--- config.mk ---
export PLATFORM = sky130hd
export DESIGN_NAME = id_stage_pipe_flat
export DESIGN_NICKNAME = d
export VERILOG_FILES = /design/src/rtl/id_stage_pipe_if.sv /design/src/rtl/id_stage_pipe.sv /design/src/flat_wrapper.sv
export SDC_FILE = /design/constraint.sdc
export NUM_CORES = 2
export LEC_CHECK = 0
export CORE_ASPECT_RATIO = 1.75
export CORE_MARGIN = 5
export CORE_UTILIZATION = 45
export CTS_CLUSTER_SIZE = 12
export DETAILED_ROUTE_END_ITERATION = 10
export GPL_TIMING_DRIVEN = 0
export PLACE_DENSITY_LB_ADDON = 0.1
export REMOVE_ABC_BUFFERS = 1
export SLEW_MARGIN = 20
export SYNTH_ARGS = -nofsm -noshare
export SYNTH_HDL_FRONTEND = slang
export SYNTH_SLANG_ARGS = --single-unit
--- constraint.sdc ---
create_clock -name clk -period 3.3 [get_ports clk]
set_input_delay 0.495 -clock clk [delete_from_list [all_inputs] [get_ports clk]]
set_output_delay 0.495 -clock clk [all_outputs]
set_load 0.02 [all_outputs]
--- src/rtl/id_stage_pipe_if.sv ---
// Decode-stage bus: IF/ID input handshake, EX/MEM/WB bypass taps, ID/EX output handshake.
// Latency: n/a (signal bundle only).
// Backpressure: in_ready_o / out_ready_i carry the valid-ready handshake on each side.
interface id_stage_pipe_if #(
    parameter int DATA_W = 32
);
    logic              flush_i;
    logic              in_valid_i;
    logic              in_ready_o;
    logic [31:0]       pc_i;
    logic [31:0]       inst_i;
    logic              ex_wreg_i;
    logic [4:0]        ex_wd_i;
    logic [DATA_W-1:0] ex_wdata_i;
    logic              ex_is_load_i;
    logic              mem_wreg_i;
    logic [4:0]        mem_wd_i;
    logic [DATA_W-1:0] mem_wdata_i;
    logic              we_i;
    logic [4:0]        waddr_i;
    logic [DATA_W-1:0] wdata_i;
    logic              out_valid_o;
    logic              out_ready_i;
    logic [31:0]       pc_o;
    logic [7:0]        aluop_o;
    logic [2:0]        alusel_o;
    logic [DATA_W-1:0] reg1_o;
    logic [DATA_W-1:0] reg2_o;
    logic [DATA_W-1:0] imm_o;
    logic              wreg_o;
    logic [4:0]        wd_o;
    logic              illegal_o;

    // Pipeline environment side: drives the stage inputs, observes its outputs.
    modport master (
        output flush_i, in_valid_i, pc_i, inst_i,
        output ex_wreg_i, ex_wd_i, ex_wdata_i, ex_is_load_i,
        output mem_wreg_i, mem_wd_i, mem_wdata_i,
        output we_i, waddr_i, wdata_i, out_ready_i,
        input  in_ready_o, out_valid_o, pc_o, aluop_o, alusel_o,
        input  reg1_o, reg2_o, imm_o, wreg_o, wd_o, illegal_o
    );

    // Decode stage side.
    modport slave (
        input  flush_i, in_valid_i, pc_i, inst_i,
        input  ex_wreg_i, ex_wd_i, ex_wdata_i, ex_is_load_i,
        input  mem_wreg_i, mem_wd_i, mem_wdata_i,
        input  we_i, waddr_i, wdata_i, out_ready_i,
        output in_ready_o, out_valid_o, pc_o, aluop_o, alusel_o,
        output reg1_o, reg2_o, imm_o, wreg_o, wd_o, illegal_o
    );
endinterface

--- src/rtl/id_stage_pipe.sv ---
// MIPS decode stage: decode, regfile read with EX/MEM/WB forwarding, load-use interlock.
// Latency: 1 cycle from accepted instruction to valid ID/EX output.
// Backpressure: ID/EX holds while out_ready_i=0; in_ready_o drops on stall or full ID/EX.
module id_stage_pipe #(
    parameter int DATA_W    = 32,
    parameter bit FWD_EN    = 1'b1,
    parameter bit WB_BYPASS = 1'b1
) (
    input  logic           clk,
    input  logic           rst_n,
    id_stage_pipe_if.slave bus
);
    typedef struct packed {
        logic [31:0]       pc;
        logic [7:0]        aluop;
        logic [2:0]        alusel;
        logic [DATA_W-1:0] reg1;
        logic [DATA_W-1:0] reg2;
        logic [DATA_W-1:0] imm;
        logic              wreg;
        logic [4:0]        wd;
        logic              illegal;
    } idex_t;

    logic [5:0]  op, funct;
    logic [4:0]  rs, rt, rd;
    logic [15:0] imm16;
    logic [4:0]  unused_shamt;

    assign op           = bus.inst_i[31:26];
    assign rs           = bus.inst_i[25:21];
    assign rt           = bus.inst_i[20:16];
    assign rd           = bus.inst_i[15:11];
    assign unused_shamt = bus.inst_i[10:6];
    assign funct        = bus.inst_i[5:0];
    assign imm16        = bus.inst_i[15:0];

    logic [DATA_W-1:0] imm_zext, imm_sext, imm_lui;
    assign imm_zext = DATA_W'(imm16);
    assign imm_sext = DATA_W'($signed(imm16));
    assign imm_lui  = DATA_W'({imm16, 16'h0000});

    logic [DATA_W-1:0] rf [32];

    logic              out_vld;
    idex_t             idex_q, idex_d;
    logic              stall;
    logic              in_rdy;

    logic [7:0]        dec_aluop;
    logic [2:0]        dec_alusel;
    logic              dec_re1, dec_re2, dec_use_imm, dec_wreg, dec_ill;
    logic [4:0]        dec_wd;
    logic [DATA_W-1:0] dec_imm;

    // Instruction decode: opcode/funct to ALU controls, read enables and destination.
    always_comb begin
        dec_aluop   = 8'h00;
        dec_alusel  = 3'd0;
        dec_re1     = 1'b0;
        dec_re2     = 1'b0;
        dec_use_imm = 1'b0;
        dec_wreg    = 1'b0;
        dec_ill     = 1'b0;
        dec_wd      = 5'd0;
        dec_imm     = '0;
        case (op)
            6'h0D, 6'h0C, 6'h0E: begin
                dec_aluop   = (op == 6'h0D) ? 8'h25 : (op == 6'h0C) ? 8'h24 : 8'h26;
                dec_alusel  = 3'd1;
                dec_re1     = 1'b1;
                dec_use_imm = 1'b1;
                dec_imm     = imm_zext;
                dec_wd      = rt;
                dec_wreg    = 1'b1;
            end
            6'h09: begin
                dec_aluop   = 8'h21;
                dec_alusel  = 3'd2;
                dec_re1     = 1'b1;
                dec_use_imm = 1'b1;
                dec_imm     = imm_sext;
                dec_wd      = rt;
                dec_wreg    = 1'b1;
            end
            6'h0F: begin
                dec_aluop   = 8'h25;
                dec_alusel  = 3'd1;
                dec_use_imm = 1'b1;
                dec_imm     = imm_lui;
                dec_wd      = rt;
                dec_wreg    = 1'b1;
            end
            6'h23: begin
                dec_aluop  = 8'hE3;
                dec_alusel = 3'd3;
                dec_re1    = 1'b1;
                dec_imm    = imm_sext;
                dec_wd     = rt;
                dec_wreg   = 1'b1;
            end
            6'h2B: begin
                dec_aluop  = 8'hEB;
                dec_alusel = 3'd3;
                dec_re1    = 1'b1;
                dec_re2    = 1'b1;
                dec_imm    = imm_sext;
            end
            6'h00: begin
                // An all-zero word is the canonical NOP and leaves every field at zero.
                if (bus.inst_i != 32'h0) begin
                    case (funct)
                        6'h25, 6'h24, 6'h26, 6'h21, 6'h23, 6'h2A: begin
                            dec_aluop  = {2'b00, funct};
                            dec_alusel = (funct == 6'h21 || funct == 6'h23 || funct == 6'h2A) ? 3'd2 : 3'd1;
                            dec_re1    = 1'b1;
                            dec_re2    = 1'b1;
                            dec_wd     = rd;
                            dec_wreg   = 1'b1;
                        end
                        default: dec_ill = 1'b1;
                    endcase
                end
            end
            default: dec_ill = 1'b1;
        endcase
    end

    logic [1:0][4:0]        raddr;
    logic [1:0]             re;
    logic [1:0][DATA_W-1:0] opnd;
    logic [1:0]             port_stall;

    assign raddr = {rt, rs};
    assign re    = {dec_re2, dec_re1};

    // Operand resolution per read port: youngest producer wins; a load in EX cannot forward yet.
    always_comb begin
        opnd       = '0;
        port_stall = '0;
        for (int p = 0; p < 2; p++) begin
            if (re[p] && raddr[p] != 5'd0) begin
                if (bus.ex_wreg_i && bus.ex_wd_i == raddr[p]) begin
                    if (bus.ex_is_load_i || !FWD_EN) port_stall[p] = 1'b1;
                    else                             opnd[p]       = bus.ex_wdata_i;
                end else if (bus.mem_wreg_i && bus.mem_wd_i == raddr[p]) begin
                    if (!FWD_EN) port_stall[p] = 1'b1;
                    else         opnd[p]       = bus.mem_wdata_i;
                end else if (WB_BYPASS && bus.we_i && bus.waddr_i == raddr[p]) begin
                    opnd[p] = bus.wdata_i;
                end else begin
                    opnd[p] = rf[raddr[p]];
                end
            end
        end
    end

    assign stall  = |port_stall;
    assign in_rdy = bus.flush_i | (~stall & (~out_vld | bus.out_ready_i));

    // Assemble the next ID/EX word; an instruction targeting $0 never writes back.
    always_comb begin
        idex_d         = '0;
        idex_d.pc      = bus.pc_i;
        idex_d.aluop   = dec_aluop;
        idex_d.alusel  = dec_alusel;
        idex_d.reg1    = opnd[0];
        idex_d.reg2    = dec_use_imm ? dec_imm : opnd[1];
        idex_d.imm     = dec_imm;
        idex_d.wreg    = dec_wreg && (dec_wd != 5'd0);
        idex_d.wd      = dec_wd;
        idex_d.illegal = dec_ill;
    end

    // ID/EX register: flush kills, accept loads, drained slot becomes a bubble, otherwise hold.
    always_ff @(posedge clk or negedge rst_n) begin
        if (!rst_n) begin
            out_vld <= 1'b0;
            idex_q  <= '0;
        end else if (bus.flush_i) begin
            out_vld <= 1'b0;
        end else if (bus.in_valid_i && in_rdy) begin
            idex_q  <= idex_d;
            out_vld <= 1'b1;
        end else if (bus.out_ready_i) begin
            out_vld <= 1'b0;
        end
    end

    // Register file write port; $0 stays hard-wired to zero.
    always_ff @(posedge clk or negedge rst_n) begin
        if (!rst_n) begin
            for (int i = 0; i < 32; i++) rf[i] <= '0;
        end else if (bus.we_i && bus.waddr_i != 5'd0) begin
            rf[bus.waddr_i] <= bus.wdata_i;
        end
    end

    assign bus.in_ready_o  = in_rdy;
    assign bus.out_valid_o = out_vld;
    assign bus.pc_o        = idex_q.pc;
    assign bus.aluop_o     = idex_q.aluop;
    assign bus.alusel_o    = idex_q.alusel;
    assign bus.reg1_o      = idex_q.reg1;
    assign bus.reg2_o      = idex_q.reg2;
    assign bus.imm_o       = idex_q.imm;
    assign bus.wreg_o      = idex_q.wreg;
    assign bus.wd_o        = idex_q.wd;
    assign bus.illegal_o   = idex_q.illegal;
endmodule

--- src/flat_wrapper.sv ---
// flat-port wrapper written by rule: the top's interface ports become plain ports
module id_stage_pipe_flat 
#(
    parameter int DATA_W    = 32,
    parameter bit FWD_EN    = 1'b1,
    parameter bit WB_BYPASS = 1'b1
)
  (clk, rst_n, bus_flush_i, bus_in_valid_i, bus_pc_i, bus_inst_i, bus_ex_wreg_i, bus_ex_wd_i, bus_ex_wdata_i, bus_ex_is_load_i, bus_mem_wreg_i, bus_mem_wd_i, bus_mem_wdata_i, bus_we_i, bus_waddr_i, bus_wdata_i, bus_out_ready_i, bus_in_ready_o, bus_out_valid_o, bus_pc_o, bus_aluop_o, bus_alusel_o, bus_reg1_o, bus_reg2_o, bus_imm_o, bus_wreg_o, bus_wd_o, bus_illegal_o);
  id_stage_pipe_if #(.DATA_W(DATA_W)) bus_i ();
  input  logic clk;
  input  logic rst_n;
  input wire logic [$bits(bus_i.flush_i)-1:0] bus_flush_i;
  input wire logic [$bits(bus_i.in_valid_i)-1:0] bus_in_valid_i;
  input wire logic [$bits(bus_i.pc_i)-1:0] bus_pc_i;
  input wire logic [$bits(bus_i.inst_i)-1:0] bus_inst_i;
  input wire logic [$bits(bus_i.ex_wreg_i)-1:0] bus_ex_wreg_i;
  input wire logic [$bits(bus_i.ex_wd_i)-1:0] bus_ex_wd_i;
  input wire logic [$bits(bus_i.ex_wdata_i)-1:0] bus_ex_wdata_i;
  input wire logic [$bits(bus_i.ex_is_load_i)-1:0] bus_ex_is_load_i;
  input wire logic [$bits(bus_i.mem_wreg_i)-1:0] bus_mem_wreg_i;
  input wire logic [$bits(bus_i.mem_wd_i)-1:0] bus_mem_wd_i;
  input wire logic [$bits(bus_i.mem_wdata_i)-1:0] bus_mem_wdata_i;
  input wire logic [$bits(bus_i.we_i)-1:0] bus_we_i;
  input wire logic [$bits(bus_i.waddr_i)-1:0] bus_waddr_i;
  input wire logic [$bits(bus_i.wdata_i)-1:0] bus_wdata_i;
  input wire logic [$bits(bus_i.out_ready_i)-1:0] bus_out_ready_i;
  output wire logic [$bits(bus_i.in_ready_o)-1:0] bus_in_ready_o;
  output wire logic [$bits(bus_i.out_valid_o)-1:0] bus_out_valid_o;
  output wire logic [$bits(bus_i.pc_o)-1:0] bus_pc_o;
  output wire logic [$bits(bus_i.aluop_o)-1:0] bus_aluop_o;
  output wire logic [$bits(bus_i.alusel_o)-1:0] bus_alusel_o;
  output wire logic [$bits(bus_i.reg1_o)-1:0] bus_reg1_o;
  output wire logic [$bits(bus_i.reg2_o)-1:0] bus_reg2_o;
  output wire logic [$bits(bus_i.imm_o)-1:0] bus_imm_o;
  output wire logic [$bits(bus_i.wreg_o)-1:0] bus_wreg_o;
  output wire logic [$bits(bus_i.wd_o)-1:0] bus_wd_o;
  output wire logic [$bits(bus_i.illegal_o)-1:0] bus_illegal_o;
  assign bus_i.flush_i = bus_flush_i;
  assign bus_i.in_valid_i = bus_in_valid_i;
  assign bus_i.pc_i = bus_pc_i;
  assign bus_i.inst_i = bus_inst_i;
  assign bus_i.ex_wreg_i = bus_ex_wreg_i;
  assign bus_i.ex_wd_i = bus_ex_wd_i;
  assign bus_i.ex_wdata_i = bus_ex_wdata_i;
  assign bus_i.ex_is_load_i = bus_ex_is_load_i;
  assign bus_i.mem_wreg_i = bus_mem_wreg_i;
  assign bus_i.mem_wd_i = bus_mem_wd_i;
  assign bus_i.mem_wdata_i = bus_mem_wdata_i;
  assign bus_i.we_i = bus_we_i;
  assign bus_i.waddr_i = bus_waddr_i;
  assign bus_i.wdata_i = bus_wdata_i;
  assign bus_i.out_ready_i = bus_out_ready_i;
  assign bus_in_ready_o = bus_i.in_ready_o;
  assign bus_out_valid_o = bus_i.out_valid_o;
  assign bus_pc_o = bus_i.pc_o;
  assign bus_aluop_o = bus_i.aluop_o;
  assign bus_alusel_o = bus_i.alusel_o;
  assign bus_reg1_o = bus_i.reg1_o;
  assign bus_reg2_o = bus_i.reg2_o;
  assign bus_imm_o = bus_i.imm_o;
  assign bus_wreg_o = bus_i.wreg_o;
  assign bus_wd_o = bus_i.wd_o;
  assign bus_illegal_o = bus_i.illegal_o;
  id_stage_pipe #(.DATA_W(DATA_W), .FWD_EN(FWD_EN), .WB_BYPASS(WB_BYPASS)) u_core (.clk(clk), .rst_n(rst_n), .bus(bus_i));
endmodule
; ---- Yosys cells after proc, flatten, opt, wreduce, memory -nomap -nowiden
; Index checks and enable logic that the tools add are counted.
[totals]
regBits = 1171
inputBits = 184
out_inout_bits = 148
[classes]
magnitude_cmp = 4
eq_ne = 19
n_mux = 49
bitwise_logic = 9
reduce_logical = 32
[op_table]
columns = op, n
row1 = $bwmux W1024, 1
row2 = $mux W32, 15
row3 = $bmux W32 S5, 2
row4 = $demux W32 S5, 1
row5 = $pmux W32 S3, 1
row6 = $eq A6 B6 Y1 const B, 8
row7 = $pmux W8 S6, 1
row8 = $reduce_bool A32 Y1, 1
row9 = $eq A5 B5 Y1, 6
row10 = $eq A6 B4 Y1 const B, 5
row11 = $reduce_bool A5 Y1, 4
row12 = $ge A6 B6 Y1 const B, 3
row13 = $not A5 Y6, 3
row14 = $reduce_or A6 Y1, 3
row15 = $mux W8, 2
row16 = $mux W1, 13
row17 = $logic_and A1 B1 Y1, 12
row18 = $pmux W3 S4, 1
row19 = $mux W5, 2
row20 = $pmux W5 S2, 1
row21 = $pmux W1 S2, 4
row22 = $reduce_or A7 Y1, 1
row23 = $logic_not A6 Y1, 1
row24 = $lt A6 B1 Y1 const B, 1
row25 = other kinds (13), 21

; ---- Logic depth before layout (Yosys ltp)
[logic_depth]
word_depth = 14
ltp_mapped = 12
depth_no_buf = 7

; ---- Least setup slack after synthesis
; Ideal clock, no wire load.
[synth_path]
path_kind = input to output
startpoint = in bus_inst_i[2]
endpoint = out bus_in_ready_o
arrival_ns = 2.411
t_required_ns = 2.805
setup_slack_ns = 0.394
stages = 9
path_buffers = 3
cell_sequence = clkbuf_1 and3_1 o32a_1 nor3_2 o21ai_4 o311ai_4 buf_6 clkbuf_1 nand2b_1
[synth_between]
elab_chain_len = 11
word_cells_on_any_way = 20
[synth_rtl]
columns = element, line_no
row1 = "start, declared", flat_wrapper.sv:15  ; input wire logic [$bits(bus_i.inst_i)-1:0] bus_inst_i;
row2 = $eq A6 B6 Y1, id_stage_pipe.sv:112  ; case (funct)
row3 = $reduce_or A6 Y1, id_stage_pipe.sv:112
row4 = $mux W1, id_stage_pipe.sv:112
row5 = $mux W1 *, id_stage_pipe.sv:111  ; if (bus.inst_i != 32'h0) begin
row6 = $pmux W1 S2, id_stage_pipe.sv:67  ; case (op)
row7 = $logic_and A1 B1 Y1, id_stage_pipe.sv:142  ; if (re[p] && raddr[p] != 5'd0) begin
row8 = $mux W1, id_stage_pipe.sv:142
row9 = $reduce_or A2 Y1 *, id_stage_pipe.sv:158  ; assign stall = |port_stall;
row10 = $not A1 Y1 *, id_stage_pipe.sv:159  ; assign in_rdy = bus.flush_i | (~stall & (~out_vld | bus.out_ready_i));
row11 = $and A1 B1 Y1 *, id_stage_pipe.sv:159
row12 = $or A1 B1 Y1 *, id_stage_pipe.sv:159
row13 = "end, declared", flat_wrapper.sv:27  ; output wire logic [$bits(bus_i.in_ready_o)-1:0] bus_in_ready_o;
; Every way passes the cells marked *; elsewhere a longest branch is shown, timed or not.

; ---- Worst setup path after layout
[layout_path]
startpoint = in bus_inst_i[31]
endpoint = out bus_in_ready_o
[layout_between]
elab_chain_len = 9
word_cells_on_any_way = 20
[layout_rtl]
columns = element, line_no
row1 = $eq A6 B4 Y1 (tied with other cells), id_stage_pipe.sv:67
row2 = $reduce_or A6 Y1 (no source line) or $mux W1 (tied branches), --
row3 = $pmux W1 S2, id_stage_pipe.sv:67
row4 = $logic_and A1 B1 Y1, id_stage_pipe.sv:142
row5 = $mux W1, id_stage_pipe.sv:142
row6 = $reduce_or A2 Y1 *, id_stage_pipe.sv:158
row7 = $not A1 Y1 *, id_stage_pipe.sv:159
row8 = $and A1 B1 Y1 *, id_stage_pipe.sv:159
row9 = $or A1 B1 Y1 *, id_stage_pipe.sv:159
; Marked as above.

==> reports/metrics.csv <==
metric,value,unit
die area,0.148,mm²
Placement Cell Area,0.0704,mm²
residual DRC count,0,
total of max-cap violations,0,
Bufs on Longest Clock Path,3,
post-synthesis area per instance,13.1,µm²
peak supply drop,0.000470,V
clock sinks,1169,
"Clk pin slew, worst setup/hold paths",60,ps
final WL,250,mm
DRT Pass-1 Iters,6,
min-delay src,bus_inst_i[0],
Post-DRT Antenna Nets,0,
asr flop ratio synth,100,%
Ys Warns,0,
Hold Path Class,primary input to flip-flop,
Initial DRC Count,4665,
status,finished with violations,
antenna violations before repair,14,
wire length per cell,36.7,µm
Worst Tran Pin Value,1320,ps
Die X,293,µm
clk_skew,27.9,ps
relative max-transition margin,11.3,%
Critical Path AT,2890,ps
Hold EP,u_core.bus.imm_o[0]$_DFFE_PN0P_,
critical path endpoint category,output pin,
root buffer cell,clkbuf_16,
Starting Density,45.3,%
row cnt,181,
Max Fclk,295,MHz
final design utilization,53.2,%
Synth Instances,4812,
"Data required, critical path",2800,ps
Setup TNS,-87.4,ps
Final WS setup,-87.4,ps
share of the synthesized area in the top cell type,46.4,%
IO Pins,332,
DP Cell Count,6612,
die height,505,µm
"flops & latches, synth",1169,
Setup CP Type,primary input to output pin,
grt ovf,0,
CP max FO,13,
hold path depth,3,
most frequent cell after synthesis,dfrtp_1,
CP Launch Type,primary input,
reg2reg end,u_core.bus.aluop_o[6]$_DFFE_PN0P_,
number of synthesized flops with an enable pin,0,
most frequent cells after synthesis,"dfrtp_1 (1169), mux2_2 (1045), mux2i_1 (453)",
number of vias per cell,6.82,
core area,0.139,mm²
static leakage,32.1,nW
first-pass GRT wire length,356,mm
routability cong.,0.811,
RSZ-0062 raised after global routing,yes,
GRT Total Usage,33.0,%
final worst path period need,3390,ps
post-synth top area cell,dfrtp_1,
fin cells,6821,
count of final max-slew check failures,0,
H-Tree Depth,3,
r2r setup slk,880,ps
Final period util,103,%
violated checks,negative setup slack,
dominant cells by area after synthesis,"dfrtp_1 (46%), mux2_2 (19%), mux4_2 (11%)",
nets,5105,
sequential fraction of the synthesis area,46.4,%
vias in the first global route,47800,
vias,46500,
RR Startpoint,u_core.bus.out_valid_o$_DFFE_PN0P_,
final setup vio count,1,
final hold viol count,0,
share of layout cells above drive strength 1,37.8,%
top_reg_cell synth,dfrtp_1,
final instance area,0.0741,mm²
largest net degree at the start of global routing,143,
post-DP HPWL,163,mm
P per Cell Area,546,mW/mm²
clock latency on the worst-skew pair,760,ps
Area Growth Syn to Fin,17.5,%
r2r worst-path depth,10,
Netlist Area Pre-Place,0.0631,mm²
library cells used by synthesis,72,
PortBufs,330,
CTS tree,yes,
Num CTS Buffers,116,
## report_power, final
part           switching [W]  leakage (nW)  total, W  internal [W]
combinational        0.00400          15.3   0.00879       0.00479
clock                0.00591          1.71    0.0129       0.00697
sequential           0.00189          15.0    0.0188        0.0169
## stage by stage
step	total power (W)	setup WS, ps	hold WS [ps]
final	0.0404	-87.4	162
after global routing	0.0419	-130	197
after CTS	0.0406	-51.3	121
after detailed placement	0.0277	-2750	385
after global placement	0.0284	-53910	376
after floorplan	0.0238	-3300	199
## state kept, by name (all words and copies together) (netlist names)
signal                  count
u_core.bus.illegal_o        1
u_core.bus.reg2_o          32
u_core.bus.alusel_o         2
u_core.bus.imm_o           32
u_core.rf                1024
u_core.bus.reg1_o          32
u_core.bus.pc_o            32
u_core.bus.out_valid_o      1
u_core.bus.wreg_o           1
u_core.bus.wd_o             5
u_core.bus.aluop_o          7
## worst max path at each step
stage                         from                            endpoint  slack (ps)
detailed placement  bus_inst_i[26]   u_core.bus.aluop_o[0]$_DFFE_PN0P_       -2750
floorplan           bus_ex_wd_i[4]  u_core.bus.out_valid_o$_DFFE_PN0P_       -3300
finish              bus_inst_i[31]                      bus_in_ready_o         -90
global placement             rst_n          u_core.rf[527]$_DFFE_PN0P_      -53910
CTS                 bus_inst_i[17]                      bus_in_ready_o         -50
global route        bus_inst_i[27]                      bus_in_ready_o        -130
## what timing repair did
| item | in CTS | in global routing |
|---|---|---|
| hold buffers | 1 | 0 |
| setup buffers | 12 | 4 |
| cloned | 5 | 0 |
| hold endpoints to repair | 106 | 0 |
| endpoints found under the setup margin | 146 | 29 |
| pin swaps | 10 | 2 |
| gates resized for setup | 55 | 4 |
## critical path, cell delays in order
cell           delay (ps)
dlygate4sd2_1         380
nand4b_1              240
nor2_4                360
or2_4                 290
o21ai_4                90
buf_16                170
o311ai_4              320
buf_6                 140
buf_6                 150
nand2b_1               70
buf_2                 150
## cells by family after synthesis
logic type,after synthesis,synth area share (%)
other cells,1,0.00595
buf+inv,548,3.71
simple gates,455,3.79
flops,1169,46.4
compound gates,809,9.06
xor+xnor,30,0.417
mux,1800,36.6
## layout make-up
type	count	area, µm²
Fill cell	11900	65200
Tap cell	1830	2290
Timing Repair Buffer	526	6960
Clock buffer	166	3320
Multi-Input combinational cell	3098	32100
Clock inverter	18	151
Antenna cell	4	10.0
Inverter	10	41.3
Sequential cell	1169	29300
## layout by cell type, fill, tap and decap left out, types with 42 or more instances in the layout
master and n:
a22oi_1 223, nand4_1 43, mux4_2 302, o22ai_1 73
o21ai_0 191, buf_16 83, a21oi_1 63, clkdlybuf4s50_1 274
dfrtp_1 1169, nor2_1 61, buf_12 42, clkbuf_16 116
nand3_1 52, nor3_1 53, mux2_2 1045, nand2_1 83
mux2i_1 453, o211ai_1 55
## per-layer routing
metal,part of all wire (%),up-vias,track usage (%)
li1,-,18600,-
met1,39,24800,43.4
met2,47,2435,52.1
met3,8.9,655,7.54
met4,5.5,6,15.4
met5,0.019,-,0
Power figures use the tool's default switching activity.
